`config.mk`:
```
export PLATFORM = sky130hd
export DESIGN_NAME = saturn_xfer_seq
export DESIGN_NICKNAME = d
export VERILOG_FILES = /design/src/rtl/saturn_xfer_seq_pkg.sv /design/src/rtl/saturn_nibble_merge.sv /design/src/rtl/saturn_xfer_seq.sv
export SDC_FILE = /design/constraint.sdc
export NUM_CORES = 1
export LEC_CHECK = 0
export BUFFER_PORTS_ARGS = -buffer_cell sky130_fd_sc_hd__buf_2
export CORE_MARGIN = 2
export CORE_UTILIZATION = 45
export CTS_BUF_LIST = sky130_fd_sc_hd__clkbuf_2
export CTS_CLUSTER_SIZE = 16
export DETAILED_ROUTE_END_ITERATION = 10
export PLACE_DENSITY_LB_ADDON = 0.05
export SLEW_MARGIN = 25
export SYNTH_ARGS = -nofsm -noshare
export SYNTH_HDL_FRONTEND = slang
export SYNTH_SLANG_ARGS = --single-unit
```
`constraint.sdc`:
```
create_clock -name clk -period 4.4 [get_ports clk]
set_input_delay 0.88 -clock clk [delete_from_list [all_inputs] [get_ports clk]]
set_output_delay 0.88 -clock clk [all_outputs]
set_load 0.1 [all_outputs]
```
`src/rtl/saturn_xfer_seq_pkg.sv`:
```
// Shared definitions for the Saturn data-pointer transfer sequencer: bus command codes,
// transfer directions and the sequencer state encoding.
package saturn_xfer_seq_pkg;

  typedef enum logic [3:0] {
    BusCmdNop     = 4'h0,
    BusCmdDpRead  = 4'h3,
    BusCmdDpWrite = 4'h5,
    BusCmdLoadPc  = 4'h6,
    BusCmdLoadDp  = 4'h7
  } bus_cmd_e;

  localparam logic TDirOut = 1'b0;
  localparam logic TDirIn  = 1'b1;

  typedef enum logic [2:0] {
    StIdle,
    StLoadDp,
    StXfer,
    StRestore,
    StDone
  } xfer_state_e;

  function automatic bus_cmd_e xfer_cmd(input logic dir);
    return (dir == TDirOut) ? BusCmdDpWrite : BusCmdDpRead;
  endfunction

endpackage

```
`src/rtl/saturn_nibble_merge.sv`:
```
// Combinational nibble insert into one register image and nibble extract from another,
// both addressed by a register nibble index.
module saturn_nibble_merge #(
  parameter int unsigned NibW    = 4,
  parameter int unsigned RegNibs = 16,
  parameter int unsigned IdxW    = $clog2(RegNibs)
) (
  input  logic [NibW*RegNibs-1:0] ins_src_i,
  input  logic [IdxW-1:0]         ins_idx_i,
  input  logic [NibW-1:0]         ins_nib_i,
  input  logic                    ins_en_i,
  output logic [NibW*RegNibs-1:0] ins_data_o,
  input  logic [NibW*RegNibs-1:0] ext_src_i,
  input  logic [IdxW-1:0]         ext_idx_i,
  output logic [NibW-1:0]         ext_nib_o
);

  always_comb begin
    ins_data_o = ins_src_i;
    if (ins_en_i) begin
      ins_data_o[ins_idx_i*NibW +: NibW] = ins_nib_i;
    end
    ext_nib_o = ext_src_i[ext_idx_i*NibW +: NibW];
  end

endmodule

```
`src/rtl/saturn_xfer_seq.sv`:
```
// Sequences one multi-nibble DAT0/DAT1 transfer over the shared bus: LOAD_DP, N data
// commands, LOAD_PC; merges read nibbles into the latched register image.
module saturn_xfer_seq
  import saturn_xfer_seq_pkg::*;
#(
  parameter int unsigned NIB_W    = 4,
  parameter int unsigned ADDR_W   = 20,
  parameter int unsigned REG_NIBS = 16
) (
  input  logic                      clk,
  input  logic                      reset,
  input  logic                      bus_slot,
  input  logic                      xfer_start,
  input  logic                      xfer_dir,
  input  logic [ADDR_W-1:0]         xfer_addr,
  input  logic [3:0]                xfer_offset,
  input  logic [3:0]                xfer_cnt,
  input  logic [NIB_W*REG_NIBS-1:0] xfer_data,
  input  logic [ADDR_W-1:0]         pc,
  input  logic [NIB_W-1:0]          bus_nibble_out,
  input  logic                      bus_error,
  output logic [3:0]                bus_command,
  output logic [ADDR_W-1:0]         bus_address,
  output logic [NIB_W-1:0]          bus_nibble_in,
  output logic                      busy,
  output logic                      done,
  output logic                      error,
  output logic [NIB_W*REG_NIBS-1:0] rd_data
);

  localparam int unsigned RegW = NIB_W * REG_NIBS;

  xfer_state_e         state_q, state_d;
  bus_cmd_e            cmd_q, cmd_d;
  logic [ADDR_W-1:0]   addr_q, addr_d;
  logic [NIB_W-1:0]    nib_in_q, nib_in_d;
  logic                busy_q, busy_d;
  logic                done_q, done_d;
  logic                error_q, error_d;
  logic [RegW-1:0]     rd_data_q, rd_data_d;
  logic                dir_q, dir_d;
  logic [3:0]          offset_q, offset_d;
  logic [3:0]          cnt_q, cnt_d;
  logic [3:0]          idx_q, idx_d;
  logic [RegW-1:0]     data_q, data_d;
  logic [ADDR_W-1:0]   pc_q, pc_d;
  // A DP_READ's nibble arrives with the following slot, so remember where it belongs.
  logic                cap_pend_q, cap_pend_d;
  logic [3:0]          cap_idx_q, cap_idx_d;

  logic                ins_en;
  logic [RegW-1:0]     ins_data;
  logic [3:0]          ext_idx;
  logic [NIB_W-1:0]    ext_nib;

  assign ext_idx = offset_q + ((state_q == StXfer) ? idx_q + 4'd1 : 4'd0);

  saturn_nibble_merge #(
    .NibW    (NIB_W),
    .RegNibs (REG_NIBS),
    .IdxW    (4)
  ) u_merge (
    .ins_src_i  (rd_data_q),
    .ins_idx_i  (cap_idx_q),
    .ins_nib_i  (bus_nibble_out),
    .ins_en_i   (ins_en),
    .ins_data_o (ins_data),
    .ext_src_i  (data_q),
    .ext_idx_i  (ext_idx),
    .ext_nib_o  (ext_nib)
  );

  always_comb begin
    state_d    = state_q;
    cmd_d      = cmd_q;
    addr_d     = addr_q;
    nib_in_d   = nib_in_q;
    busy_d     = busy_q;
    done_d     = 1'b0;
    error_d    = error_q;
    rd_data_d  = ins_data;
    dir_d      = dir_q;
    offset_d   = offset_q;
    cnt_d      = cnt_q;
    idx_d      = idx_q;
    data_d     = data_q;
    pc_d       = pc_q;
    cap_pend_d = cap_pend_q;
    cap_idx_d  = cap_idx_q;
    ins_en     = 1'b0;

    unique case (state_q)
      StIdle: begin
        if (xfer_start) begin
          dir_d      = xfer_dir;
          offset_d   = xfer_offset;
          cnt_d      = xfer_cnt;
          data_d     = xfer_data;
          pc_d       = pc;
          rd_data_d  = xfer_data;
          cmd_d      = BusCmdLoadDp;
          addr_d     = xfer_addr;
          busy_d     = 1'b1;
          error_d    = 1'b0;
          idx_d      = 4'd0;
          cap_pend_d = 1'b0;
          state_d    = StLoadDp;
        end
      end
      StLoadDp: begin
        if (bus_slot) begin
          if (bus_error) begin
            cmd_d   = BusCmdNop;
            error_d = 1'b1;
            busy_d  = 1'b0;
            done_d  = 1'b1;
            state_d = StDone;
          end else begin
            cmd_d    = xfer_cmd(dir_q);
            nib_in_d = ext_nib;
            idx_d    = 4'd0;
            state_d  = StXfer;
          end
        end
      end
      StXfer: begin
        if (bus_slot) begin
          ins_en     = cap_pend_q;
          cap_pend_d = (dir_q == TDirIn);
          cap_idx_d  = offset_q + idx_q;
          if (bus_error) begin
            cap_pend_d = 1'b0;
            cmd_d      = BusCmdNop;
            error_d    = 1'b1;
            busy_d     = 1'b0;
            done_d     = 1'b1;
            state_d    = StDone;
          end else if (idx_q == cnt_q) begin
            cmd_d   = BusCmdLoadPc;
            addr_d  = pc_q;
            state_d = StRestore;
          end else begin
            idx_d    = idx_q + 4'd1;
            nib_in_d = ext_nib;
          end
        end
      end
      StRestore: begin
        if (bus_slot) begin
          ins_en     = cap_pend_q;
          cap_pend_d = 1'b0;
          cmd_d      = BusCmdNop;
          error_d    = error_q | bus_error;
          busy_d     = 1'b0;
          done_d     = 1'b1;
          state_d    = StDone;
        end
      end
      StDone: begin
        state_d = StIdle;
      end
      default: begin
        state_d = StIdle;
      end
    endcase
  end

  always_ff @(posedge clk) begin
    if (reset) begin
      state_q    <= StIdle;
      cmd_q      <= BusCmdNop;
      addr_q     <= '0;
      nib_in_q   <= '0;
      busy_q     <= 1'b0;
      done_q     <= 1'b0;
      error_q    <= 1'b0;
      rd_data_q  <= '0;
      dir_q      <= 1'b0;
      offset_q   <= '0;
      cnt_q      <= '0;
      idx_q      <= '0;
      data_q     <= '0;
      pc_q       <= '0;
      cap_pend_q <= 1'b0;
      cap_idx_q  <= '0;
    end else begin
      state_q    <= state_d;
      cmd_q      <= cmd_d;
      addr_q     <= addr_d;
      nib_in_q   <= nib_in_d;
      busy_q     <= busy_d;
      done_q     <= done_d;
      error_q    <= error_d;
      rd_data_q  <= rd_data_d;
      dir_q      <= dir_d;
      offset_q   <= offset_d;
      cnt_q      <= cnt_d;
      idx_q      <= idx_d;
      data_q     <= data_d;
      pc_q       <= pc_d;
      cap_pend_q <= cap_pend_d;
      cap_idx_q  <= cap_idx_d;
    end
  end

  assign bus_command   = cmd_q;
  assign bus_address   = addr_q;
  assign bus_nibble_in = nib_in_q;
  assign busy          = busy_q;
  assign done          = done_q;
  assign error         = error_q;
  assign rd_data       = rd_data_q;

endmodule

```
; Word level (Yosys, flattened, before mapping)
; Index checks and enable logic that the tools add are counted.
[op_classes]
eq_ne = 15
bitwise_logic = 1
mul = 0
muxes = 59
n_shift = 3
reduce_logical = 18
n_lt_le_gt_ge = 0
div_mod_pow = 0
addsub = 4
[ops]
columns = op, n
row1 = $mux W64, 3
row2 = $mux W20, 4
row3 = $mux W4, 18
row4 = $bwmux W64, 1
row5 = $shift A4 B34 Y64 const A, 1
row6 = $shiftx A4 B34 Y64, 1
row7 = $shiftx A64 B7 Y4, 1
row8 = $pmux W20 S2, 1
row9 = $neg A6 Y34, 1
row10 = $mux W3, 9
row11 = $pmux W4 S4, 1
row12 = $mux W1, 15
row13 = $reduce_and A5 Y1, 3
row14 = $ne A2 B2 Y1 const B, 7
row15 = $pmux W3 S4, 1
row16 = $pmux W4 S3, 1
row17 = $reduce_and A6 Y1, 2
row18 = $pmux W1 S3, 3
row19 = $reduce_bool A3 Y1, 3
row20 = $add A4 B4 Y4, 2
row21 = $pmux W4 S2, 1
row22 = $reduce_and A7 Y1, 1
row23 = $eq A3 B2 Y1 const B, 2
row24 = $ne A2 B1 Y1 const B, 3
row25 = other kinds (12), 15
[word_totals]
register_bits = 200
in_bits = 122
word_cells = 116
latchBits = 0
memories = 0
mem_bits_rw = 0
out_inout_bits = 95
rom_bits = 0

; Longest topological paths before layout
; Gate-level depths: netlist of run 1.
[depth]
word_depth = 8
mapped_depth = 13
depth_no_buf = 10

; Hierarchy
; A second synthesis of run 1 with hierarchy kept.
[unflattened]
cells_unflattened = 1062
area_unflattened_um2 = 9014.9
[by_module_without_submodules]
columns = module, seq_area_each_um2, n_inst, cells_each, area_each_um2
row1 = saturn_xfer_seq, 3983.8, 1, 889, 7410.9
row2 = saturn_nibble_merge, 0.0, 1, 173, 1604.0

; Worst setup path before layout of run 1
; Ideal clock, no wire load.
[synth_path]
path_kind = register to register
start = register state_q[0]
end = register nib_in_q[0], in the netlist bus_nibble_in[0]
synth_period_minus_slack_ps = 3307
stages_incl_launch_ff = 14
path_slack_ps = 1093
path_buffers = 3
setup_time_ps = 74
t_required_ps = 4326
arrival_time_ps = 3233
cell_sequence = dfxtp_1 -> nor2_1 -> nand2_1 -> clkbuf_1 -> nor2_1 -> ha_1 -> inv_1 -> fa_1 -> clkbuf_1 -> buf_1 -> mux4_2 -> mux2i_1 -> or4_1 -> a31oi_1
[synth_via]
elab_chain_len = 8
word_cells_on_any_way = 18
cone_classes = add/sub: 1 / eq/ne: 7 / shift: 1 / mux: 7 / reduce/logical: 2
[synth_lines]
columns = element, line
row1 = from (decl), saturn_xfer_seq.sv:33  ; xfer_state_e state_q, state_d;
row2 = from (signal assigned), saturn_xfer_seq.sv:170  ; state_q <= StIdle;
row3 = from (signal assigned), saturn_xfer_seq.sv:187  ; state_q <= state_d;
row4 = $eq A3 B2 Y1, "saturn_xfer_seq.sv:56, saturn_xfer_seq.sv:92"
row5 = $mux W4, saturn_xfer_seq.sv:56  ; assign ext_idx = offset_q + ((state_q == StXfer) ? idx_q + 4'd1 : 4'd0);
row6 = $add A4 B4 Y4, saturn_xfer_seq.sv:56
row7 = $shiftx A64 B7 Y4, saturn_nibble_merge.sv:23  ; ext_nib_o = ext_src_i[ext_idx_i*NibW +: NibW];
row8 = $mux W4, saturn_xfer_seq.sv:138  ; end else if (idx_q == cnt_q) begin
row9 = $mux W4, saturn_xfer_seq.sv:131  ; if (bus_error) begin
row10 = $mux W4, saturn_xfer_seq.sv:127  ; if (bus_slot) begin
row11 = $pmux W4 S2, saturn_xfer_seq.sv:92  ; unique case (state_q)
row12 = to (signal assigned), saturn_xfer_seq.sv:190  ; nib_in_q <= nib_in_d;
row13 = to (decl), saturn_xfer_seq.sv:36  ; logic [NIB_W-1:0] nib_in_q, nib_in_d;
; Several ways; a longest one is shown, not always the timed one. The select of a mux whose other input is x is not followed.
; A chain may end at the register's enable or synchronous reset.

; Final worst setup path of run 1
[layout_path]
start = register state_q[1]
end = register nib_in_q[1], in the netlist bus_nibble_in[1]
; Same word-level chain as after synthesis.

==> qor.csv, run 1 <==
metric,value,unit
status,finished clean,
drv_cap,0,
seq_area_frac_synth,43.9,%
p_per_area,394,nW/um^2
hpwlAfterDp,20500,um
maxSlewViolCount,0,
fin_setup_tns,0,ns
cts_root_buffer,clkbuf_2,
rsz0062_at_grt,no,
synth_edf_count,0,
final_nets,1375,
post_cts_resized,0,
via_count,8405,
postCtsSetupBuffers,0,
wl,28400,um
fp.dieH,146,um
gp_congestion,0.881,
h-tree-depth,4,
comb_power_share,28.9,%
worst_ep_required_time,5.10,ns
rows,51,
synth_area,9080,um^2
setup_slack,1.03,ns
port_buffers,215,
fmax,297,MHz
die_w,146,um
initial_utilization,46.2,%
cts_made_buffers,17,
viasPerCell,5.53,
share_seq_of_total_power,49.2,%
synth_fp_nets,1215,
ant_nets,0,
crit_arrival,4.07,ns
critPathLaunchType,flip-flop,
final_common_cell,nand2_1,
maxSlewHeadroom,36.9,%
p_leak,4.54,nW
finalPower,4.15,mW
drc,0,
ir_worst_vdd,0.000194,V
path_clk_slew,0.31,ns
post_drt_wl_per_cell,18.7,um
first_iter_violations,680,
syn_avg_cell_area,8.39,um^2
layout-drive-gt1-share,22.8,%
fin_skew,0.0350,ns
ctsHoldBuffers,0,
synth_cells,1082,
pre_cts_ws,1.12,ns
tightestPinTransition,0.947,ns
p_switching,1.71,mW
worstPathMaxFanout,19,
die_area,21300,um^2
fin_crit,3.37,ns
hold_path.class,input pin to flip-flop,
r2r_setup_slack,1.03,ns
dp.cells,1488,
synth-async-reset-ratio,0,%
switching_share,41.1,%
ys.warnings.count,0,
cts_tree,built,
syn_to_final_growth,16.0,%
clkSinkCount,199,
setup_viol,0,
grt_pass1_vias,7821,
synth_cell_types,51,
dr.pass1.iters,6,
period_share,76.6,%
clock_power_share,21.9,%
clockBufferDepth,2,
clk_latency,0.78,ns
mostFrequentLayoutCells,"nand2_1 (262), buf_2 (214), dfxtp_1 (199), a21oi_1 (131), nor2_1 (81)",
ioPinCount,217,
finalHoldViolations,0,
core,19700,um^2
grt_pass1_wl,44100,um
antenna_found_initial,4,
path_class,flip-flop to flip-flop,
fin_cells,1521,
yosys_register_bits,199,
cp-end-kind,flip-flop,
grt_util_all_layers,26.1,%
overflow,0,
grt_max_degree,119,
power.internal,2.44,mW
final_core_util,53.6,%
synth_ff_type,dfxtp_1,
## synth_stat cells (all sizes together) (4+ instances only)
library cell	number	area (um^2)
a311oi	33	289
nor3	10	50.1
a31oi	4	25.0
a21o	4	30.0
mux4	16	360
nand2	262	983
nand3	10	50.1
a21oi	131	656
dfxtp	199	3980
mux2i	62	621
clkbuf	76	287
a211oi	58	440
a211o	6	52.6
and3	7	43.8
nor2b	5	31.3
nand2b	9	56.3
and2	15	93.8
inv	13	48.8
xor2	7	68.8
ha	9	113
nor2	82	308
or4	6	45.0
xnor2	5	43.8
o21ai	15	75.1
buf	11	58.8
## routing by layer
| layer | vias to the layer above | global-route usage [%] | routed length [um] | share of wire, % |
|---|---|---|---|---|
| li1 | 4104 | - | - | - |
| met1 | 3992 | 38.5 | 13600 | 48 |
| met2 | 269 | 39.5 | 12600 | 44 |
| met3 | 36 | 5.28 | 1790 | 6.3 |
| met4 | 4 | 5.87 | 379 | 1.3 |
| met5 | - | 0 | 27 | 0.095 |
## metrics by stage
stage / hold WS (ns) / instance area [um^2]
after global placement: 0.440 / 10300
after CTS: 0.194 / 10500
after floorplan: 0.433 / 9080
after global routing: 0.205 / 10500
after detailed placement: 0.445 / 10300
final: 0.271 / 10500
## final timing paths
path | cells after the start | start | end
worst max-delay path | 9 | state_q[1]$_SDFFE_PP0P_ | bus_nibble_in[1]$_SDFFE_PP0P_
worst min-delay path | 3 | pc[14] | pc_q[14]$_SDFFE_PP0P_
worst max register to register | 9 | state_q[1]$_SDFFE_PP0P_ | bus_nibble_in[1]$_SDFFE_PP0P_
worst min register to register | 2 | pc_q[5]$_SDFFE_PP0P_ | pc_q[5]$_SDFFE_PP0P_
## registers in the layout, summed over array words and instances (netlist names)
name           count
bus_nibble_in      4
bus_command        3
dir_q              1
cap_idx_q          4
pc_q              20
rd_data           64
error              1
cnt_q              4
cap_pend_q         1
data_q            64
bus_address       20
state_q            3
busy               1
offset_q           4
idx_q              4
done               1
## critical path, cell delays in order (launching register included)
cell and delay [ns]:
dfxtp_1 0.74, nand2_1 0.15, nor2_1 0.13, ha_1 0.19, inv_1 0.06, fa_1 0.99
mux4_2 0.34, mux2i_1 0.07, or4_1 0.44, a31oi_1 0.20
## power groups by stage
stage | registers [mW] | logic [mW] | clock network (mW)
2_1_floorplan | 2.62 | 0.383 | 0
3_3_place_gp | 2.08 | 1.19 | 0
3_5_place_dp | 2.07 | 1.20 | 0
4_1_cts | 2.04 | 1.20 | 0.934
5_1_grt | 2.06 | 1.27 | 1.00
6_report | 2.04 | 1.20 | 0.910
## final cells by class
class                   instances  area (um^2)
fillers                      1981         9120
multi-input cells             783         4720
flip-flops and latches        199         3980
repair buffers                228         1220
well taps                     265          332
clock inverters                14          144
clock buffers                  18         90.1
inverters                      13         48.8
diodes                          1         2.50
## cells by family (layout without fill, tap and decap cells)
family                     after synthesis  after routing  share of synthesized area, %
adders and majority gates               11             11                          1.68
AOI/OAI and AO/OA                      262            262                          18.5
DFF                                    199            199                          43.9
and+or+nand+nor                        419            419                          19.5
other                                    1              2                        0.0413
xor gates and xnor gates                12             12                          1.24
muxes                                   78             78                          10.8
buffers and inverters                  100            273                          4.34
Power figures use the tool's default switching activity.
==> run 2: changes to the inputs <==
--- a/config.mk
+++ b/config.mk
@@ -5,6 +5,7 @@
 export SDC_FILE = /design/constraint.sdc
 export NUM_CORES = 1
 export LEC_CHECK = 0
+export ABC_AREA = 1
 export BUFFER_PORTS_ARGS = -buffer_cell sky130_fd_sc_hd__buf_2
 export CORE_MARGIN = 2
 export CORE_UTILIZATION = 45
==> constraint.sdc (replaced) <==
create_clock -name clk -period 3.4 [get_ports clk]
set_input_delay 0.68 -clock clk [delete_from_list [all_inputs] [get_ports clk]]
set_output_delay 0.68 -clock clk [all_outputs]
set_load 0.1 [all_outputs]
==> run 2 against run 1 <==
Against the previous run: hold slack got worse by 0.19 ns; clock skew fell by 0.00058 ns; maximum frequency increased by 17%; synthesized cell count rose by 28%; wire length is 5.3% higher; first-iteration DRC count is 1.3% higher; total power up 63%.
==> qor.csv, run 2 <==
metric,value,unit,change
crit_top_cell,nand2_1,,
hpwlAfterDp,21800,um,+6.5%
synth_cells,1387,,+28%
fin_crit,2.88,ns,-0.495 ns
synth_ff_type,dfxtp_1,,
maxSlewHeadroom,32.2,%,-4.7 points
synth_cell_types,33,,-35%
layout-drive-gt1-share,18.0,%,-4.7 points
cp_num_buf_inv,4,,+3
synth_area,9320,um^2,+2.6%
comb_power_share,40.0,%,+11 points
post_drt_wl_per_cell,16.2,um,-13%
cp_slowest_cell,inv_1,,
seq_area_frac_synth,42.8,%,-1.1 points
post_cts_resized,0,,unchanged
cp_slowest_stage_delay,0.53,ns,-0.46 ns
final_common_cell,nand2_1,,
clock_power_share,18.2,%,-3.7 points
n_fill_cell,2132,,+7.6%
share_seq_of_total_power,41.8,%,-7.4 points
tightestPinTransition,1.02,ns,+0.0705 ns
h-tree-depth,4,,unchanged
critPathLaunchType,flip-flop,,
power.internal,3.55,mW,+45%
ys.warnings.count,0,,unchanged
drv_cap,0,,unchanged
yosys_register_bits,199,,unchanged
mostFrequentLayoutCells,"nand2_1 (390), buf_2 (214), dfxtp_1 (199), a21oi_1 (188), nand3_1 (170)",,
grt_pass1_vias,8826,,+13%
switching_share,47.5,%,+6.4 points
fin_setup_tns,0,ns,unchanged
viasPerCell,5.15,,-6.9%
yosysMostFrequentCell,nand2_1,,
wl,29900,um,+5.3%
port_buffers,215,,unchanged
worst_ep_required_time,4.14,ns,-0.96 ns
netlist.top_cell.by_area,dfxtp_1,,
clkSinkCount,199,,unchanged
p_leak,5.12,nW,+13%
hold_path.class,input pin to flip-flop,,
synth_top_cell_area_share,42.8,%,-1.1 points
die_area,21900,um^2,+2.5%
fmax,348,MHz,+17%
initial_utilization,45.9,%,-0.30 points
synth-async-reset-ratio,0,%,unchanged
fin_skew,0.0344,ns,-0.000581 ns
grt_util_all_layers,27.0,%,+0.93 points
clockBufferDepth,2,,unchanged
p_switching,3.21,mW,+88%
path_cells,"inv_2, nor2_4, nand2_1, nor2_1, ha_1, inv_1, buf_4, o21ai_0, nand2_1, nand2_1, nand2_1, inv_1, nand2_1, nand3_1, a21oi_1",,
cts_tree,built,,
final_core_util,53.3,%,-0.27 points
ys_top_cells_by_count,"nand2_1 (390), dfxtp_1 (199), a21oi_1 (188), nand3_1 (170), inv_1 (134)",,
cts_made_buffers,17,,unchanged
fp.dieH,148,um,+1.3%
rsz0062_at_grt,no,,
period_share,84.6,%,+8.0 points
cts_root_buffer,clkbuf_2,,
final_nets,1694,,+23%
core,20300,um^2,+3.3%
status,finished clean,,
finalHoldViolations,0,,unchanged
ant_nets,0,,unchanged
antenna_found_initial,1,,-3
p_per_area,625,nW/um^2,+59%
maxSlewViolCount,0,,unchanged
via_count,9496,,+13%
overflow,0,,unchanged
rows,52,,+2.0%
synthTopCellsByArea,"dfxtp_1 (43%), nand2_1 (16%), a21oi_1 (10%)",,
worstPathMaxFanout,22,,+3
die_w,148,um,+1.3%
first_iter_violations,689,,+1.3%
gp_congestion,0.913,,+3.6%
syn_avg_cell_area,6.72,um^2,-20%
path_clk_slew,0.33,ns,+0.02 ns
ir_worst_vdd,0.000333,V,+72%
grt_pass1_wl,46900,um,+6.2%
grt_max_degree,94,,-21%
clk_latency,0.82,ns,+0.04 ns
path_delay_family,buffers and inverters,,
crit_arrival,3.62,ns,-0.45 ns
cp-end-kind,flip-flop,,
postCtsSetupBuffers,0,,unchanged
path_class,flip-flop to flip-flop,,
syn_to_final_growth,16.2,%,
dr.pass1.iters,6,,unchanged
synth_edf_count,0,,unchanged
setup_viol,0,,unchanged
synth_fp_nets,1520,,+25%
drc,0,,unchanged
ioPinCount,217,,unchanged
## run 2: area by class of cell
| cell class | count | area [um^2] | area share [%] |
|---|---|---|---|
| sequential | 199 | 3980 | 36.8 |
| clock buffer | 18 | 90.1 | 0.832 |
| antenna | 1 | 2.50 | 0.0231 |
| multi-input combinational | 967 | 4470 | 41.3 |
| clock inverter | 14 | 159 | 1.47 |
| inverter | 138 | 520 | 4.81 |
| timing repair buffer | 238 | 1270 | 11.7 |
| tap | 270 | 338 | 3.12 |
## run 2: path summary, 6_finish.rpt
| check | slack, ns | end | cells after the start | startpoint |
|---|---|---|---|---|
| worst min register to register | 0.46 | pc_q[7]$_SDFFE_PP0P_ | 2 | pc_q[7]$_SDFFE_PP0P_ |
| worst min-delay path | 0.08 | data_q[18]$_SDFFE_PP0P_ | 3 | xfer_data[18] |
| worst max register to register | 0.52 | bus_nibble_in[0]$_SDFFE_PP0P_ | 15 | state_q[1]$_SDFFE_PP0P_ |
| worst max-delay path | 0.52 | bus_nibble_in[0]$_SDFFE_PP0P_ | 15 | state_q[1]$_SDFFE_PP0P_ |
## run 2: power groups by stage
stage / Clock, mW / Combinational, mW / Sequential, mW
2_1_floorplan: 0 / 1.13 / 3.84
3_3_place_gp: 0 / 2.70 / 2.87
3_5_place_dp: 0 / 2.71 / 2.87
4_1_cts: 1.26 / 2.72 / 2.83
5_1_grt: 1.34 / 2.94 / 2.86
6_report: 1.23 / 2.71 / 2.83
## run 2: worst reg2reg max path, cell delays in order, from the launching register on
cell and delay, ns:
dfxtp_1 0.45, inv_2 0.07, nor2_4 0.13, nand2_1 0.14, nor2_1 0.16, ha_1 0.26
inv_1 0.53, buf_4 0.32, o21ai_0 0.21, nand2_1 0.13, nand2_1 0.06, nand2_1 0.07
inv_1 0.03, nand2_1 0.05, nand3_1 0.07, a21oi_1 0.13
## run 2: cell families (layout without fill, tap and decap cells)
kind of cell    Yosys count  in the layout  share of synthesized area [%]
compound gates          275            275                           14.9
fa+ha+maj                11             11                           1.64
buf+inv                 221            408                           9.31
simple gates            672            672                           30.5
xor+xnor                  8              8                          0.833
flops                   199            199                           42.8
other cells               1              2                         0.0403
## run 2: what timing repair did
item | in CTS | in global routing
endpoints found under the hold margin | 0 | 1
hold buffers | 0 | 1
setup endpoints to repair | 0 | 0
## run 2: metrics by stage
stage	cell area, um^2	std cells	total power [mW]	hold slack, ns	setup WS, ns
after floorplan	9320	1387	4.96	0.425	0.707
after global placement	10600	1811	5.57	0.432	0.701
after detailed placement	10600	1811	5.58	0.438	0.623
after CTS	10800	1843	6.80	0.0154	0.580
after global routing	10800	1845	7.15	0.00638	0.234
final	10800	1845	6.76	0.0810	0.523
## run 2: routing by layer
layer / vias up / share of wire, % / track usage, % / wire length, um
met5: - / 0 / 0 / 0
met4: 0 / 2.0 / 7.95 / 599
met3: 40 / 6.2 / 4.75 / 1840
met2: 289 / 46 / 43.1 / 13600
met1: 4334 / 46 / 37.6 / 13800
li1: 4833 / - / - / -
==> run 3: changes to the inputs <==
==> constraint.sdc (replaced) <==
create_clock -name clk -period 2.7 [get_ports clk]
set_input_delay 0.54 -clock clk [delete_from_list [all_inputs] [get_ports clk]]
set_output_delay 0.54 -clock clk [all_outputs]
set_load 0.1 [all_outputs]
==> run 3 against run 2 <==
Against the previous run: final cell count up 6.1%; first-iteration DRC count fell by 4.2%; sequential share of layout area is 3.6 points lower; largest cell class unchanged.
==> qor.csv, run 3 (synthesis gave the netlist of run 2 again) <==
metric,value,unit,change
r2r_start,state_q[1]$_SDFFE_PP0P_,,
worstPathMaxFanout,16,,-27%
first_iter_violations,660,,-4.2%
ant_nets,0,,unchanged
min_from,xfer_addr[1],,
viasPerCell,5.12,,-0.46%
setup_viol,0,,unchanged
drv_cap,0,,unchanged
final_nets,1806,,+6.6%
path_clk_slew,0.34,ns,about the same
r2r_setup_slack,0.07,ns,-0.45 ns
crit_arrival,3.38,ns,-0.24 ns
die_w,148,um,unchanged
fin_crit,2.63,ns,-0.245 ns
overflow,0,,unchanged
reg2reg_to,bus_nibble_in[2]$_SDFFE_PP0P_,,
via_count,10000,,+5.6%
fin_cells,1957,,+6.1%
initial_utilization,45.9,%,unchanged
wl,31100,um,+4.1%
clk_latency,0.84,ns,+0.02 ns
clockBufferDepth,2,,unchanged
dr.pass1.iters,5,,-1
n_fill_cell,2052,,-3.8%
cp_slowest_stage_delay,0.58,ns,+0.05 ns
p_leak,5.60,nW,+9.4%
status,finished clean,,
tightestPinTransition,0.818,ns,-0.199 ns
critPathLaunchType,flip-flop,,
cts_made_buffers,17,,unchanged
clkSinkCount,199,,unchanged
h-tree-depth,4,,unchanged
path_cells,"inv_2, nor2_4, nand2_4, nor2_4, ha_4, inv_1, fa_2, clkinvlp_4, buf_12, nor2_1, o21ai_1, nand2_1, nand2_1, nand2_1, inv_1, nand2_1, nand3_1, a21oi_1",,
pre_cts_ws,-0.0285,ns,-0.651 ns
hpwlAfterDp,21900,um,+0.47%
maxSlewHeadroom,45.5,%,+13 points
p_per_area,725,nW/um^2,+16%
reg2regPathDepth,18,,+3
cts_root_buffer,clkbuf_2,,
gp_congestion,0.892,,-2.2%
whs_path_depth,5,,+2
port_buffers,215,,unchanged
final_common_cell,nand2_1,,
cp-end-kind,flip-flop,,
drc,0,,unchanged
fmax,380,MHz,+9.3%
rsz0062_at_grt,yes,,
fp.dieH,148,um,unchanged
post_drt_wl_per_cell,15.9,um,-1.8%
path_class,flip-flop to flip-flop,,
worst_ep_required_time,3.44,ns,-0.70 ns
core,20300,um^2,unchanged
min_to,bus_address[1]$_SDFFE_PP0P_,,
syn_to_final_growth,29.1,%,
grt_pass1_vias,9433,,+6.9%
antenna_found_initial,1,,unchanged
dp.cells,1817,,+0.33%
mostFrequentLayoutCells,"nand2_1 (389), buf_2 (214), dfxtp_1 (195), a21oi_1 (187), nand3_1 (170)",,
crit_top_cell,nand2_1,,
ir_worst_vdd,0.000645,V,+94%
fin_skew,0.0576,ns,+0.0232 ns
period_share,97.5,%,+13 points
finalHoldViolations,0,,unchanged
cts_tree,built,,
die_area,21900,um^2,unchanged
rows,52,,unchanged
fin_setup_tns,0,ns,unchanged
cp_slowest_cell,fa_2,,
setup_slack,0.0687,ns,-0.455 ns
maxSlewViolCount,0,,unchanged
ioPinCount,217,,unchanged
final_core_util,59.2,%,+5.9 points
grt_pass1_wl,49300,um,+5.1%
hold_path.class,input pin to flip-flop,,
layout-drive-gt1-share,18.3,%,+0.28 points
grt_util_all_layers,28.5,%,+1.4 points
grt_max_degree,162,,+72%
==> run 3: per-layer routing <==
| metal | vias to the layer above | wire length (um) | part of all wire (%) | global-route usage (%) |
|---|---|---|---|---|
| li1 | 5073 | - | - | - |
| met3 | 54 | 2480 | 8.0 | 7.47 |
| met1 | 4532 | 13400 | 43 | 37.4 |
| met4 | 0 | 853 | 2.7 | 9.43 |
| met2 | 367 | 14300 | 46 | 45.7 |
| met5 | - | 0 | 0 | 0 |
==> run 3: how the worst max path moves through the flow <==
| stage | to | cells after the start | from |
|---|---|---|---|
| final | bus_nibble_in[2]$_SDFFE_PP0P_ | 18 | state_q[1]$_SDFFE_PP0P_ |
| after CTS | bus_nibble_in[2]$_SDFFE_PP0P_ | 17 | state_q[2]$_SDFFE_PP0P_ |
| after floorplan | bus_nibble_in[0]$_SDFFE_PP0P_ | 20 | state_q[1]$_SDFFE_PP0P_ |
| after detailed placement | bus_nibble_in[0]$_SDFFE_PP0P_ | 17 | state_q[1]$_SDFFE_PP0P_ |
| after global routing | bus_nibble_in[3]$_SDFFE_PP0P_ | 18 | state_q[1]$_SDFFE_PP0P_ |
| after global placement | bus_nibble_in[1]$_SDFFE_PP0P_ | 17 | state_q[1]$_SDFFE_PP0P_ |
==> run 3: layout make-up <==
cell class              count  area (um^2)  share of cell area (%)
clock buffers              17         85.1                   0.708
flip-flops and latches    199         3990                    33.2
inverters                 138          524                    4.36
repair buffers            350         2390                    19.9
well taps                 270          338                    2.81
multi-input cells         967         4500                    37.5
clock inverters            15          184                    1.53
diodes                      1         2.50                  0.0208
==> run 3: report_power, final <==
group	switching, mW	internal, mW	leakage [nW]
Clock	1.18	0.396	0.152
Sequential	0.260	3.33	1.64
Combinational	2.66	0.900	3.81
Total	4.09	4.62	5.60
==> run 3: worst max-delay path: cells and delay by family (launching register included) <==
family	cells	cell delay, ns
AND/OR/NAND/NOR	9	0.76
adder cells (fa/ha/maj)	2	0.72
flip-flops	1	0.42
buffers and inverters	5	0.40
AO/OA/AOI/OAI	2	0.24
==> run 3: through the flow <==
stage / total power [mW] / hold WS [ns] / area [um^2]
6_report: 8.72 / 0.0395 / 12000
5_1_grt: 9.23 / 0.00313 / 12000
4_1_cts: 8.70 / 0.000524 / 11900
3_5_place_dp: 7.02 / 0.439 / 10600
3_3_place_gp: 7.02 / 0.437 / 10600
2_1_floorplan: 6.25 / 0.425 / 9320
==> run 3: repair_timing <==
action / 4_1_cts / 5_1_grt
setup buffers: 2 / 4
setup endpoints to repair: 4 / 4
hold buffers: 94 / 7
cloned: 0 / 0
endpoints found under the hold margin: 150 / 7
resized for setup: 5 / 13
pin swaps: 0 / 5
